==> src/rtl/soc_addr_map_unit_if.sv <==
// Bus bundle for the programmable address-map unit: rule configuration port,
// lookup request handshake, lookup result handshake and the miss counter.
interface soc_addr_map_unit_if #(
    parameter int NumRules  = 10,
    parameter int NumSlaves = 10,
    parameter int AddrWidth = 64,
    parameter int CntWidth  = 16
);
    localparam int RW   = (NumRules > 1) ? $clog2(NumRules) : 1;
    localparam int IdxW = (NumSlaves > 1) ? $clog2(NumSlaves) : 1;

    logic                 cfg_we;
    logic [RW-1:0]        cfg_rule;
    logic [AddrWidth-1:0] cfg_base;
    logic [AddrWidth-1:0] cfg_len;
    logic [IdxW-1:0]      cfg_idx;
    logic                 cfg_en;
    logic                 cfg_lock;
    logic                 cfg_err;

    logic                 req_valid;
    logic                 req_ready;
    logic [AddrWidth-1:0] req_addr;

    logic                 resp_valid;
    logic                 resp_ready;
    logic [AddrWidth-1:0] resp_addr;
    logic [IdxW-1:0]      resp_idx;
    logic                 resp_hit;

    logic [CntWidth-1:0]  miss_cnt;

    modport master (
        output cfg_we, cfg_rule, cfg_base, cfg_len, cfg_idx, cfg_en, cfg_lock,
        output req_valid, req_addr, resp_ready,
        input  cfg_err, req_ready, resp_valid, resp_addr, resp_idx, resp_hit, miss_cnt
    );

    modport slave (
        input  cfg_we, cfg_rule, cfg_base, cfg_len, cfg_idx, cfg_en, cfg_lock,
        input  req_valid, req_addr, resp_ready,
        output cfg_err, req_ready, resp_valid, resp_addr, resp_idx, resp_hit, miss_cnt
    );
endinterface

==> src/rtl/soc_addr_map_unit.sv <==
// Runtime-programmable address map: lowest-numbered enabled rule covering the
// address selects the slave; result is registered one cycle after acceptance.
module soc_addr_map_unit #(
    parameter int NumRules   = 10,
    parameter int NumSlaves  = 10,
    parameter int AddrWidth  = 64,
    parameter int DefaultIdx = 0,
    parameter int CntWidth   = 16
) (
    input logic              clk,
    input logic              rst_n,
    soc_addr_map_unit_if.slave bus
);
    localparam int RW   = (NumRules > 1) ? $clog2(NumRules) : 1;
    localparam int IdxW = (NumSlaves > 1) ? $clog2(NumSlaves) : 1;

    logic [AddrWidth-1:0] rule_base [NumRules];
    logic [AddrWidth-1:0] rule_len  [NumRules];
    logic [IdxW-1:0]      rule_idx  [NumRules];
    logic [NumRules-1:0]  rule_en;
    logic [NumRules-1:0]  rule_lock;

    logic            rule_in_range;
    logic            rule_locked;
    logic            wr_ok;
    logic            lookup_hit;
    logic [IdxW-1:0] lookup_idx;
    logic            req_fire;

    always_comb begin
        rule_locked = 1'b0;
        for (int r = 0; r < NumRules; r++) begin
            if (bus.cfg_rule == RW'(r)) begin
                rule_locked = rule_lock[r];
            end
        end
        rule_in_range = {1'b0, bus.cfg_rule} < (RW + 1)'(NumRules);
        wr_ok         = bus.cfg_we && rule_in_range && !rule_locked;
    end

    // Descending scan so the lowest matching rule number overrides the rest.
    // The difference form keeps regions that run past the top of the space legal.
    always_comb begin
        lookup_hit = 1'b0;
        lookup_idx = IdxW'(DefaultIdx);
        for (int r = NumRules - 1; r >= 0; r--) begin
            if (rule_en[r] && (rule_len[r] != '0) && (bus.req_addr >= rule_base[r]) &&
                ((bus.req_addr - rule_base[r]) < rule_len[r])) begin
                lookup_hit = 1'b1;
                lookup_idx = rule_idx[r];
            end
        end
    end

    assign bus.req_ready = !bus.resp_valid || bus.resp_ready;
    assign req_fire      = bus.req_valid && bus.req_ready;

    always_ff @(posedge clk or negedge rst_n) begin
        if (!rst_n) begin
            for (int r = 0; r < NumRules; r++) begin
                rule_base[r] <= '0;
                rule_len[r]  <= '0;
                rule_idx[r]  <= '0;
            end
            rule_en     <= '0;
            rule_lock   <= '0;
            bus.cfg_err <= 1'b0;
        end else begin
            bus.cfg_err <= bus.cfg_we && !wr_ok;
            for (int r = 0; r < NumRules; r++) begin
                if (wr_ok && (bus.cfg_rule == RW'(r))) begin
                    rule_base[r] <= bus.cfg_base;
                    rule_len[r]  <= bus.cfg_len;
                    rule_idx[r]  <= bus.cfg_idx;
                    rule_en[r]   <= bus.cfg_en;
                    rule_lock[r] <= bus.cfg_lock;
                end
            end
        end
    end

    // Result fields only move on acceptance so they stay stable under back-pressure.
    always_ff @(posedge clk or negedge rst_n) begin
        if (!rst_n) begin
            bus.resp_valid <= 1'b0;
            bus.resp_addr  <= '0;
            bus.resp_idx   <= '0;
            bus.resp_hit   <= 1'b0;
            bus.miss_cnt   <= '0;
        end else begin
            if (req_fire) begin
                bus.resp_valid <= 1'b1;
                bus.resp_addr  <= bus.req_addr;
                bus.resp_idx   <= lookup_idx;
                bus.resp_hit   <= lookup_hit;
                if (!lookup_hit && (bus.miss_cnt != '1)) begin
                    bus.miss_cnt <= bus.miss_cnt + 1'b1;
                end
            end else if (bus.resp_ready) begin
                bus.resp_valid <= 1'b0;
            end
        end
    end
endmodule
==> src/flat_wrapper.sv <==
// flat-port wrapper written by rule: the top's interface ports become plain ports
module soc_addr_map_unit_flat 
#(
    parameter int NumRules   = 10,
    parameter int NumSlaves  = 10,
    parameter int AddrWidth  = 64,
    parameter int DefaultIdx = 0,
    parameter int CntWidth   = 16
)
  (clk, rst_n, bus_cfg_we, bus_cfg_rule, bus_cfg_base, bus_cfg_len, bus_cfg_idx, bus_cfg_en, bus_cfg_lock, bus_req_valid, bus_req_addr, bus_resp_ready, bus_cfg_err, bus_req_ready, bus_resp_valid, bus_resp_addr, bus_resp_idx, bus_resp_hit, bus_miss_cnt);
  soc_addr_map_unit_if #(.NumRules(NumRules), .NumSlaves(NumSlaves), .AddrWidth(AddrWidth), .CntWidth(CntWidth)) bus_i ();
  input logic clk;
  input logic rst_n;
  input wire logic [$bits(bus_i.cfg_we)-1:0] bus_cfg_we;
  input wire logic [$bits(bus_i.cfg_rule)-1:0] bus_cfg_rule;
  input wire logic [$bits(bus_i.cfg_base)-1:0] bus_cfg_base;
  input wire logic [$bits(bus_i.cfg_len)-1:0] bus_cfg_len;
  input wire logic [$bits(bus_i.cfg_idx)-1:0] bus_cfg_idx;
  input wire logic [$bits(bus_i.cfg_en)-1:0] bus_cfg_en;
  input wire logic [$bits(bus_i.cfg_lock)-1:0] bus_cfg_lock;
  input wire logic [$bits(bus_i.req_valid)-1:0] bus_req_valid;
  input wire logic [$bits(bus_i.req_addr)-1:0] bus_req_addr;
  input wire logic [$bits(bus_i.resp_ready)-1:0] bus_resp_ready;
  output wire logic [$bits(bus_i.cfg_err)-1:0] bus_cfg_err;
  output wire logic [$bits(bus_i.req_ready)-1:0] bus_req_ready;
  output wire logic [$bits(bus_i.resp_valid)-1:0] bus_resp_valid;
  output wire logic [$bits(bus_i.resp_addr)-1:0] bus_resp_addr;
  output wire logic [$bits(bus_i.resp_idx)-1:0] bus_resp_idx;
  output wire logic [$bits(bus_i.resp_hit)-1:0] bus_resp_hit;
  output wire logic [$bits(bus_i.miss_cnt)-1:0] bus_miss_cnt;
  assign bus_i.cfg_we = bus_cfg_we;
  assign bus_i.cfg_rule = bus_cfg_rule;
  assign bus_i.cfg_base = bus_cfg_base;
  assign bus_i.cfg_len = bus_cfg_len;
  assign bus_i.cfg_idx = bus_cfg_idx;
  assign bus_i.cfg_en = bus_cfg_en;
  assign bus_i.cfg_lock = bus_cfg_lock;
  assign bus_i.req_valid = bus_req_valid;
  assign bus_i.req_addr = bus_req_addr;
  assign bus_i.resp_ready = bus_resp_ready;
  assign bus_cfg_err = bus_i.cfg_err;
  assign bus_req_ready = bus_i.req_ready;
  assign bus_resp_valid = bus_i.resp_valid;
  assign bus_resp_addr = bus_i.resp_addr;
  assign bus_resp_idx = bus_i.resp_idx;
  assign bus_resp_hit = bus_i.resp_hit;
  assign bus_miss_cnt = bus_i.miss_cnt;
  soc_addr_map_unit #(.NumRules(NumRules), .NumSlaves(NumSlaves), .AddrWidth(AddrWidth), .DefaultIdx(DefaultIdx), .CntWidth(CntWidth)) u_core (.clk(clk), .rst_n(rst_n), .bus(bus_i));
endmodule
==> config.mk <==
export PLATFORM = sky130hd
export DESIGN_NAME = soc_addr_map_unit_flat
export DESIGN_NICKNAME = d
export VERILOG_FILES = /design/src/rtl/soc_addr_map_unit_if.sv /design/src/rtl/soc_addr_map_unit.sv /design/src/flat_wrapper.sv
export SDC_FILE = /design/constraint.sdc
export NUM_CORES = 2
export LEC_CHECK = 0
export ABC_CLOCK_PERIOD_IN_PS = 6400
export BUFFER_PORTS_ARGS = -buffer_cell sky130_fd_sc_hd__buf_2
export CAP_MARGIN = 20
export CORE_MARGIN = 4
export CORE_UTILIZATION = 54
export DETAILED_ROUTE_END_ITERATION = 7
export PLACE_DENSITY = 0.73
export SETUP_SLACK_MARGIN = 0.15
export SLEW_MARGIN = 20
export SYNTH_ARGS = -nofsm -noshare
export SYNTH_HDL_FRONTEND = slang
export SYNTH_SLANG_ARGS = --single-unit
==> constraint.sdc <==
create_clock -name clk -period 6.4 [get_ports clk]
set_clock_uncertainty 0.05 [all_clocks]
set_input_delay 0.64 -clock clk [delete_from_list [all_inputs] [get_ports clk]]
set_output_delay 0.64 -clock clk [all_outputs]
set_load 0.005 [all_outputs]
==> results.yml <==
detailed_routing:
  via_per_inst: 6.20
  wl_mm: 486
  drt_iter0_drc: 13200
  wl_per_cell_um: 29.2
  antenna_left: 0
  num_vias: 103000
  drcViolationCount: 0
  drtPass1Iterations: 8
setup_path:
  worstReg2RegStart: "u_core.rule_base[320]"
  critPathKind: "flip-flop to flip-flop"
  critPathMaxStageDelay_ns: 0.41
  endpoint_kind: "flip-flop"
  crit_arrival_ns: 7.86
  path_max_fanout: 6
  startpoint_type: "flip-flop"
  reg2regPathDepth: 35
  slowest_stage: "dfrtp_1"
  cp.required_ns: 7.07
  r2r_end: "u_core.bus.miss_cnt[10]"
  r2r_slack_ns: -0.79
hold_path:
  min_path_cells: 2
  hp-class: "primary input to flip-flop"
  min_from: "bus_req_addr[43]"
  min_to: "u_core.bus.resp_addr[43]"
pwr:
  finalPower_mw: 53.3
  power_leakage_nw: 66.4
  power.switching_mw: 22.6
  swShare: 0.424
  pwr-share-seq: 0.242
  internal-power_mw: 30.7
  clkPwrFrac: 0.191
  powerDensity_nw_per_um2: 401
  combPwrFrac: 0.567
  peakVddDrop_v: 0.000284
global_route:
  grt_usage: 0.467
  antenna_found_initial: 45
  grt_max_degree: 162
  grt_pass1_wl_mm: 687
  grt_pass1_vias: 98900
  overflow: 0
clock_network:
  h-tree-depth: 4
  numClockSinks: 1427
  clk_latency_ns: 0.85
  cts_buffers: 170
  tritoncts: "yes"
  cts_root_buf: "clkbuf_16"
  clockBufferDepth: 3
  clkTransAtPathRegs_ns: 0.06
placed_design:
  gp_congestion: 1.10
  pre_cts_ws_ns: -2.50
  portBuffers: 294
  dpl.hpwl_mm: 381
  placedCellCount: 16200
yosys:
  synth_cell_types: 95
  syn_area_um2: 105000
  synth_seq_cells: 1427
  synthTopCellsByArea: "dfrtp_1, ha_1, mux2_2, inv_1, o21ai_0"
  yosys.area.top_type_share: 0.340
  synth_largest_area_cell: "dfrtp_1"
  synth_edf_count: 0
  async_flop_share: 1.00
  seq_area_frac_synth: 0.340
  synth_nets: 13200
  syn_inst: 11700
  yosys_warnings: 0
  ys.flop_type: "dfrtp_1"
  syn_area_per_cell_um2: 8.96
timing:
  fin_ws_ns: -0.790
  hold_viol: 0
  worstMarginPinSlew_ns: 1.21
  min_period_ns: 7.19
  relSlewSlack: 0.186
  fmax_ghz: 0.139
  slew_viol_final: 0
  setup_violations: 21
  fin_crit_sh: 1.12
  rsz0062_at_grt: "yes"
status:
  violations: "negative setup slack"
  status: "finished with violations"
final_layout:
  synthToLayoutAreaGrowth_pct: 26.5
  final_cells: 16600
  ff_latch_area_um2: 35700
  fill_cells: 15400
  fin_util: 0.688
  drive_gt1_frac: 0.273
  final_nets: 15400
  multi_input_area_um2: 63900
floorplan:
  coreArea_um2: 193000
  die_area_um2: 201000
  pin_count: 295
  placementRows: 161
  start_util: 0.544
  fp.dieH_um: 449
  die_w_um: 449
flow_run:
  cap_violations: 0
## worst max-delay path by stage
stage | from | to | slack, ns
floorplan | bus_req_addr[0] | u_core.bus.miss_cnt[1] | 0.05
global placement | bus_req_addr[0] | u_core.bus.miss_cnt[1] | -2.31
detailed placement | bus_req_addr[0] | u_core.bus.miss_cnt[12] | -2.50
CTS | u_core.rule_base[518] | u_core.bus.miss_cnt[12] | -0.63
global route | u_core.rule_base[384] | u_core.bus.miss_cnt[12] | -0.91
finish | u_core.rule_base[320] | u_core.bus.miss_cnt[10] | -0.79
## logic make-up after synthesis
kind of cell	synth area share
adders and majority gates	0.153
and+or+nand+nor	0.118
buffers and inverters	0.0684
DFF	0.340
muxes	0.0824
AOI/OAI and AO/OA	0.188
xor gates and xnor gates	0.0493
## through the flow
stage	instance area (um2)	hold slack, ns	setup TNS (ns)
2_1_floorplan	105000	0.294	0
3_3_place_gp	125000	0.387	-46.61
3_5_place_dp	125000	0.396	-49.35
4_1_cts	132000	0.00307	-11.24
5_1_grt	133000	0.0289	-17.81
6_report	133000	0.0466	-15.07
## power groups by stage
| stage | clock network (mW) | logic, mW | registers [mW] |
|---|---|---|---|
| 2_1_floorplan | 0 | 15.8 | 12.1 |
| 3_3_place_gp | 0 | 27.5 | 12.8 |
| 3_5_place_dp | 0 | 28.2 | 12.9 |
| 4_1_cts | 10.2 | 28.9 | 12.7 |
| 5_1_grt | 10.6 | 32.4 | 13.0 |
| 6_report | 10.2 | 30.2 | 12.9 |
## cell usage in the layout, fill, tap and decap left out, types with 27 or more instances in the layout
cell / n
dfrtp_1: 1427
nor4_1: 167
inv_1: 1462
o21ai_0: 999
or3_1: 29
nand2_1: 972
buf_4: 2097
a21oi_1: 746
ha_1: 1258
nor4_2: 34
o21ai_1: 29
o21bai_1: 107
nor3_1: 105
nor2_1: 385
buf_12: 62
nand2b_1: 94
a31oi_1: 64
o21a_1: 103
xor2_1: 184
nand4_1: 257
a21o_1: 638
o31ai_1: 29
clkbuf_16: 177
buf_2: 293
and3_1: 66
xnor2_1: 403
nand3_1: 145
a21oi_2: 32
o211ai_1: 58
clkbuf_1: 38
mux2_2: 763
nor2b_1: 98
a211oi_1: 40
a21boi_0: 29
clkbuf_8: 36
and4_1: 27
and2_1: 31
## critical path, delay by kind of cell (launching register included)
family / cells / cell delay [ns]
buffers and inverters: 8 / 1.20
AO/OA/AOI/OAI: 14 / 2.57
flip-flops: 1 / 0.41
adder cells (fa/ha/maj): 3 / 0.86
AND/OR/NAND/NOR: 8 / 1.67
XOR/XNOR: 2 / 0.25
## sequential cells by signal, indices dropped and copies added (netlist names)
name                   count
u_core.rule_en            10
u_core.bus.resp_hit        1
u_core.bus.resp_addr      64
u_core.bus.cfg_err         1
u_core.rule_base         640
u_core.rule_idx           40
u_core.bus.resp_idx        4
u_core.rule_len          640
u_core.bus.resp_valid      1
u_core.rule_lock          10
u_core.bus.miss_cnt       16
## routing by layer
metal	global-route usage	share of wire
met1	0.616	0.39
met2	0.630	0.39
met3	0.161	0.13
met4	0.340	0.091
met5	0	0.00025
## final cells by class
class,instances,area share
Clock buffer,250,0.0380
Timing Repair Buffer,2474,0.141
Tap cell,2526,0.0238
Clock inverter,53,0.00501
Multi-Input combinational cell,8387,0.481
Inverter,1472,0.0416
Sequential cell,1427,0.269
Antenna cell,22,0.000415
## synth_stat cells (12+ instances only)
| cell type | instances |
|---|---|
| a2111oi_0 | 24 |
| a211o_1 | 24 |
| a211oi_1 | 57 |
| a21boi_0 | 34 |
| a21o_1 | 640 |
| a21oi_1 | 780 |
| a221o_1 | 15 |
| a221oi_1 | 27 |
| a311oi_1 | 12 |
| a31o_2 | 13 |
| a31oi_1 | 69 |
| a41oi_1 | 15 |
| and2_1 | 34 |
| and3_1 | 67 |
| and4_1 | 27 |
| buf_1 | 29 |
| clkbuf_1 | 396 |
| dfrtp_1 | 1427 |
| ha_1 | 1271 |
| inv_1 | 1472 |
| mux2_2 | 763 |
| nand2_1 | 985 |
| nand2b_1 | 94 |
| nand3_1 | 157 |
| nand4_1 | 257 |
| nor2_1 | 398 |
| nor2b_1 | 100 |
| nor3_1 | 120 |
| nor4_1 | 208 |
| o2111ai_1 | 13 |
| o211ai_1 | 58 |
| o21a_1 | 104 |
| o21ai_0 | 1039 |
| o21bai_1 | 111 |
| o221ai_1 | 12 |
| o31ai_1 | 38 |
| or2_2 | 20 |
| or3_1 | 32 |
| or4_1 | 14 |
| xnor2_1 | 406 |
| xor2_1 | 185 |
## timing repair
| item | CTS | global route |
|---|---|---|
| endpoints found under the setup margin | 21 | 21 |
| pin swaps | 94 | 100 |
| endpoints found under the hold margin | 108 | 0 |
| hold buffers | 3 | 0 |
| gates resized for setup | 204 | 113 |
| setup buffers | 28 | 36 |
(Power assumes the default switching activity.)
